--- config.mk ---
export PLATFORM = sky130hd
export DESIGN_NAME = up_control_unit
export DESIGN_NICKNAME = d
export VERILOG_FILES = /design/src/rtl/up_control_unit.sv
export SDC_FILE = /design/constraint.sdc
export NUM_CORES = 1
export LEC_CHECK = 0
export CAP_MARGIN = 20
export CORE_AREA = 2 2 39 41
export DETAILED_ROUTE_END_ITERATION = 8
export DIE_AREA = 0 0 41 43
export GPL_ROUTABILITY_DRIVEN = 0
export PLACE_DENSITY = 0.73
export SLEW_MARGIN = 40
export SYNTH_ARGS = -nofsm -noshare
export SYNTH_HDL_FRONTEND = slang
export SYNTH_SLANG_ARGS = --single-unit
--- constraint.sdc ---
create_clock -name CLOCK -period 1.4 [get_ports CLOCK]
set_input_delay 0.21 -clock CLOCK [delete_from_list [all_inputs] [get_ports CLOCK]]
set_output_delay 0.21 -clock CLOCK [all_outputs]
set_load 0.01 [all_outputs]
--- src/rtl/up_control_unit.sv ---
`default_nettype none
// ============================================================================
// Module   : up_control_unit
// Brief    : Fetch/decode/execute sequencer for the 8-bit accumulator uP,
//            including the Enter/Input one-byte-per-keypress handshake.
// Revision : 1.0 - initial release
// ============================================================================
module up_control_unit #(
    parameter bit ENTER_EDGE = 1'b1
) (
    input  logic       CLOCK,
    input  logic       RESET,
    input  logic       Enter,
    input  logic [2:0] IR_op,
    input  logic       Aeq0,
    input  logic       Apos,
    output logic       IRload,
    output logic       PCload,
    output logic       JMPmux,
    output logic       Meminst,
    output logic       MemWr,
    output logic [1:0] Asel,
    output logic       Aload,
    output logic       Sub,
    output logic       Halt,
    output logic [3:0] State
);

    typedef enum logic [3:0] {
        S_START  = 4'd0,
        S_FETCH  = 4'd1,
        S_DECODE = 4'd2,
        S_LOAD   = 4'd8,
        S_STORE  = 4'd9,
        S_ADD    = 4'd10,
        S_SUB    = 4'd11,
        S_INPUT  = 4'd12,
        S_JZ     = 4'd13,
        S_JPOS   = 4'd14,
        S_HALT   = 4'd15
    } state_t;

    state_t state;
    state_t next_state;
    logic   enter_q;
    logic   accept;

    // enter_q resets high so an Enter already held at reset release is ignored
    always_ff @(posedge CLOCK) begin
        if (RESET) begin
            state   <= S_START;
            enter_q <= 1'b1;
        end else begin
            state   <= next_state;
            enter_q <= Enter;
        end
    end

    generate
        if (ENTER_EDGE) begin : g_enter_edge
            assign accept = Enter & ~enter_q;
        end else begin : g_enter_level
            assign accept = Enter;
        end
    endgenerate

    always_comb begin
        next_state = state;
        IRload     = 1'b0;
        PCload     = 1'b0;
        JMPmux     = 1'b0;
        Meminst    = 1'b0;
        MemWr      = 1'b0;
        Asel       = 2'b00;
        Aload      = 1'b0;
        Sub        = 1'b0;
        Halt       = 1'b0;
        case (state)
            S_START: next_state = S_FETCH;
            S_FETCH: begin
                IRload     = 1'b1;
                PCload     = 1'b1;
                next_state = S_DECODE;
            end
            S_DECODE: begin
                Meminst    = 1'b1;
                next_state = state_t'({1'b1, IR_op});
            end
            S_LOAD: begin
                Meminst    = 1'b1;
                Asel       = 2'b10;
                Aload      = 1'b1;
                next_state = S_START;
            end
            S_STORE: begin
                Meminst    = 1'b1;
                MemWr      = 1'b1;
                next_state = S_START;
            end
            S_ADD: begin
                Meminst    = 1'b1;
                Aload      = 1'b1;
                next_state = S_START;
            end
            S_SUB: begin
                Meminst    = 1'b1;
                Aload      = 1'b1;
                Sub        = 1'b1;
                next_state = S_START;
            end
            S_INPUT: begin
                Asel  = 2'b01;
                Aload = accept;
                if (accept) begin
                    next_state = S_START;
                end
            end
            // Conditional jumps are Mealy: PCload follows the live A status
            S_JZ: begin
                JMPmux     = 1'b1;
                PCload     = Aeq0;
                next_state = S_START;
            end
            S_JPOS: begin
                JMPmux     = 1'b1;
                PCload     = Apos;
                next_state = S_START;
            end
            S_HALT: begin
                Halt       = 1'b1;
                next_state = S_HALT;
            end
            default: next_state = S_START;
        endcase
    end

    assign State = state;

endmodule
`default_nettype wire

# Word level (Yosys, flattened, before mapping)
# Index checks and enable logic that the tools add are counted.
[totals] input_bits=8 reg_bits=5 elab_cells=30 output_inout_bits=14
[op_classes] eq_ne=11 n_bitwise=2 mux=11 n_reduce_logical=4
[op_table] cell="4-bit equality test (second input constant)" n=8
[op_table] cell="4-bit case mux with 5 select lines" n=1
[op_table] cell="1-bit two-way mux" n=6
[op_table] cell="5-bit OR reduction" n=1
[op_table] cell="4-bit by 1-bit equality test with 1-bit output (second input constant)" n=1
[op_table] cell="4-bit by 2-bit equality test with 1-bit output (second input constant)" n=1
[op_table] cell="4-bit logical NOT" n=1
[op_table] cell="4-bit two-way mux" n=1
[op_table] cell="2-bit case mux with 2 select lines" n=1
[op_table] cell="1-bit case mux with 3 select lines" n=1
[op_table] cell="3-bit OR reduction" n=1
[op_table] cell="2-bit inequality test (second input constant)" n=1
[op_table] cell="1-bit case mux with 2 select lines" n=1
[op_table] cell="2-bit OR reduction" n=1
[op_table] cell="1-bit AND" n=1
[op_table] cell="1-bit inverter" n=1

# Longest topological paths before layout
[logic_depth] depth_word=4 ltp_mapped=4 mapped_depth_nobuf=3

# Least setup slack after synthesis
# No wires, ideal clock.
[synth_timing] path_kind="flip-flop to flip-flop" start="register state[0] (netlist: State[0])" end="register state[1] (netlist: State[1])" arrival_time_ns=1.289 t_required_ns=1.340 path_slack_ns=0.050 stages_incl_launch_ff=5 path_cell_list="dfxtp_1 buf_6 inv_1 nor4_1 o31a_1"
[synth_via] elab_chain_len=2 word_cells_on_any_way=7 classes_between="5 x eq/ne; 1 x mux; 1 x reduce/logical"
[synth_rtl] element="start, declared" line_no="43" source="state_t state;"
[synth_rtl] element="start signal, assigned" line_no="54" source="state <= next_state;"
[synth_rtl] element="4-bit equality test, or another cell as far along" line_no="78" source="case (state)"
[synth_rtl] element="4-bit case mux with 5 select lines or 2-bit inequality test (tied branches)"
# Several ways; a longest one is shown, not always the timed one.
# A chain may end at the register's enable or synchronous reset.

# Worst setup path after layout
[layout_timing] start="register state[3] (netlist: State[3])" end="output Asel[1]"
[layout_via] elab_chain_len=2 word_cells_on_any_way=3 classes_between="2 x eq/ne; 1 x mux"
[layout_rtl] element="4-bit equality test" line_no="78"
[layout_rtl] element="2-bit case mux with 2 select lines *" line_no="78"
[layout_rtl] element="end, declared" line_no="22" source="output logic [1:0] Asel,"
# Every way passes the cells marked *; elsewhere a longest branch is shown, timed or not.

==> flow_summary.toml <==
[critical_path]
end_kind = "primary output"
critPathRequiredTime_ns = 1.19
critical_path_arrival_ns = 1.18
crit_path_start_kind = "flop"
cp_max_fo = 7
critPathKind = "reg -> out"

[timing]
slew_headroom_pct = 84.9
setup_tns_ns = 0
max_freq_ghz = 0.717
finalClockSkew_ns = 0.00191
setup_viol = 0
hold_viol_final = 0
finalMaxSlewViolations = 0
rsz0062_at_grt = "yes"
worstMarginPinSlew_ns = 0.225
layout_min_cycle_time_ns = 1.39
fin_crit_sh_pct = 99.6

[drt]
drt-wirelength-per-cell_um = 11.4
dr.pass1.iters = 1
remaining_drc_errors = 0
drt-total-wl_um = 1180
viasPerCell = 4.71
antenna_left = 0
dr.first_iter.drc_count = 0
vias = 485

[global_route]
grt_pass1_vias = 425
antenna_found_initial = 0
grt_max_degree = 10
grt_pass1_wl_um = 1680
grt_usage_pct = 13.8
grt_overflow = 0

[flow_run]
cap_violations = 0

[floorplan]
core_area_sq_um = 1380
die_area_sq_um = 1760
ios = 22
start_util_pct = 25.6
rows = 14
die_h_um = 43
die_width_um = 41

[place]
portBuffers = 21
dp.cells = 96
hpwl_um = 797

[clocking]
cts_hold_buf = 0
cts_buffer_depth = 2
cts-buffers-inserted = 3
cts_htree_levels = 1
clk_pin_slew_ns = 0.04
cts_tree = "yes"
cts_root_buf = "clkbuf_4"
insertion_delay_ns = 0.23
cts.sink_count = 5

[yosys]
yosysWarnings = 0
synthMostInstantiatedCell = "nand2_1"
synth_cells = 49
synth-seq-area-share_pct = 28.3
synthArstFlopShare_pct = 0
synth_ff_type = "dfxtp_1"
yosys_register_bits = 5
yosys.area.top_type_share_pct = 28.3
synth_fp_nets = 57
synth.distinct_cells = 25
netlist_top_cells_count = "6 x nand2_1, 5 x dfxtp_1, 5 x inv_1, 4 x a21oi_1"
syn_avg_cell_area_sq_um = 7.23
yosys-top-cells-area = "dfxtp_1 28%, nand2_1 6.4%, a21oi_1 5.7%"
synth_edf_count = 0
yosysTopAreaCell = "dfxtp_1"
synthesis.area_sq_um = 354

[min_path]
hold_class = "in -> reg"

[power]
p_per_area_nw_per_um2 = 762
peakVddDrop_uv = 438
leakagePower_nw = 0.364
finalPower_mw = 0.546

[outcome]
outcome = "finished clean"

[final_layout]
antennaDiodeCount = 0
final-seq-area_sq_um = 113
instances_no_fill = 103
final.fill_count = 149
drive_gt1_share_pct = 48.3
syn_to_final_growth_pct = 102
multi_input_area_sq_um = 236
final_nets = 96
[sequential cells by signal, indices dropped and copies added (netlist names)]
signal	flops
State	4
enter_q	1
[cells in the final DEF (no fill, tap or decap)]
master,synthesis,layout
nand3_1,1,1
o21ai_0,3,1
and2_2,1,1
nor2_1,2,2
dlymetal6s2s_1,0,1
and2b_1,1,1
nand2_1,6,6
clkdlybuf4s15_2,0,1
clkbuf_1,0,1
o32ai_2,0,1
nand4_1,2,2
nor3_1,3,3
nor3b_2,0,1
a31oi_1,1,1
o21ai_1,0,2
dfxtp_4,0,3
o31a_1,1,1
a21oi_1,4,4
buf_6,1,3
buf_4,0,14
clkbuf_2,0,2
inv_1,5,5
or4b_4,1,1
and3_1,1,1
buf_2,3,7
dlygate4sd2_1,0,4
clkdlybuf4s50_1,0,6
nor2_2,1,1
clkbuf_4,0,3
nand2b_1,1,1
dfxtp_2,0,1
dfxtp_1,5,1
nor4_4,0,1
or2_2,1,1
and4bb_2,1,1
o21a_1,1,1
[final timing paths]
| check | depth (start not counted) | slack (ns) | endpoint | startpoint |
|---|---|---|---|---|
| max reg2reg | 5 | 0.05 | State[1] | State[0] |
| max | 4 | 0.006 | Asel[1] | State[3] |
| min | 2 | 0.21 | enter_q | Enter |
| min reg2reg | 2 | 0.68 | State[3] | State[2] |
[metrics by stage]
step | utilization [%] | cell area [sq um] | hold slack [ns] | worst slack [ns]
final | 51.8 | 717 | 0.209 | 0.00563
after global routing | 51.8 | 717 | 0.218 | -0.0647
after CTS | 50.6 | 701 | 0.543 | -0.0540
after detailed placement | 47.9 | 663 | 0.702 | -0.402
after global placement | 47.9 | 663 | 0.715 | -0.379
after floorplan | - | 354 | 0.279 | 0.0503
[critical path, cell delays in order (launching register included)]
cell,delay (ns)
dfxtp_4,0.39
buf_6,0.11
and2b_1,0.14
nor3b_2,0.16
buf_2,0.15
[area by class of cell]
cell class | instances | share of cell area, %
timing repair buffer | 38 | 42.2
multi-input combinational | 35 | 33.0
sequential | 5 | 15.7
clock buffer | 4 | 3.66
tap | 16 | 2.79
inverter | 5 | 2.62
[per-layer routing]
layer	wire length, um	vias up	global-route usage, %
li1	-	247	-
met1	423	223	14.2
met2	676	15	25.3
met3	78	0	3.14
met4	0	0	4.00
met5	0	-	0
[power by group]
group	switching (mW)	internal, mW
clock	0.0515	0.107
combinational	0.0878	0.126
sequential	0.0200	0.154
[kinds of logic (layout without fill, tap and decap cells)]
| logic type | Yosys count | after routing | synth area share (%) |
|---|---|---|---|
| AO/OA/AOI/OAI | 11 | 11 | 18.7 |
| buffers and inverters | 9 | 47 | 12.7 |
| flip-flops | 5 | 5 | 28.3 |
| AND/OR/NAND/NOR | 24 | 24 | 40.3 |
[repair_timing]
item                                    CTS  global route
pin swaps                                 2             5
setup buffers                             2             1
gates resized for setup                  47            12
endpoints found under the setup margin   16            11
Note: power is estimated with default switching activity, not from simulation.
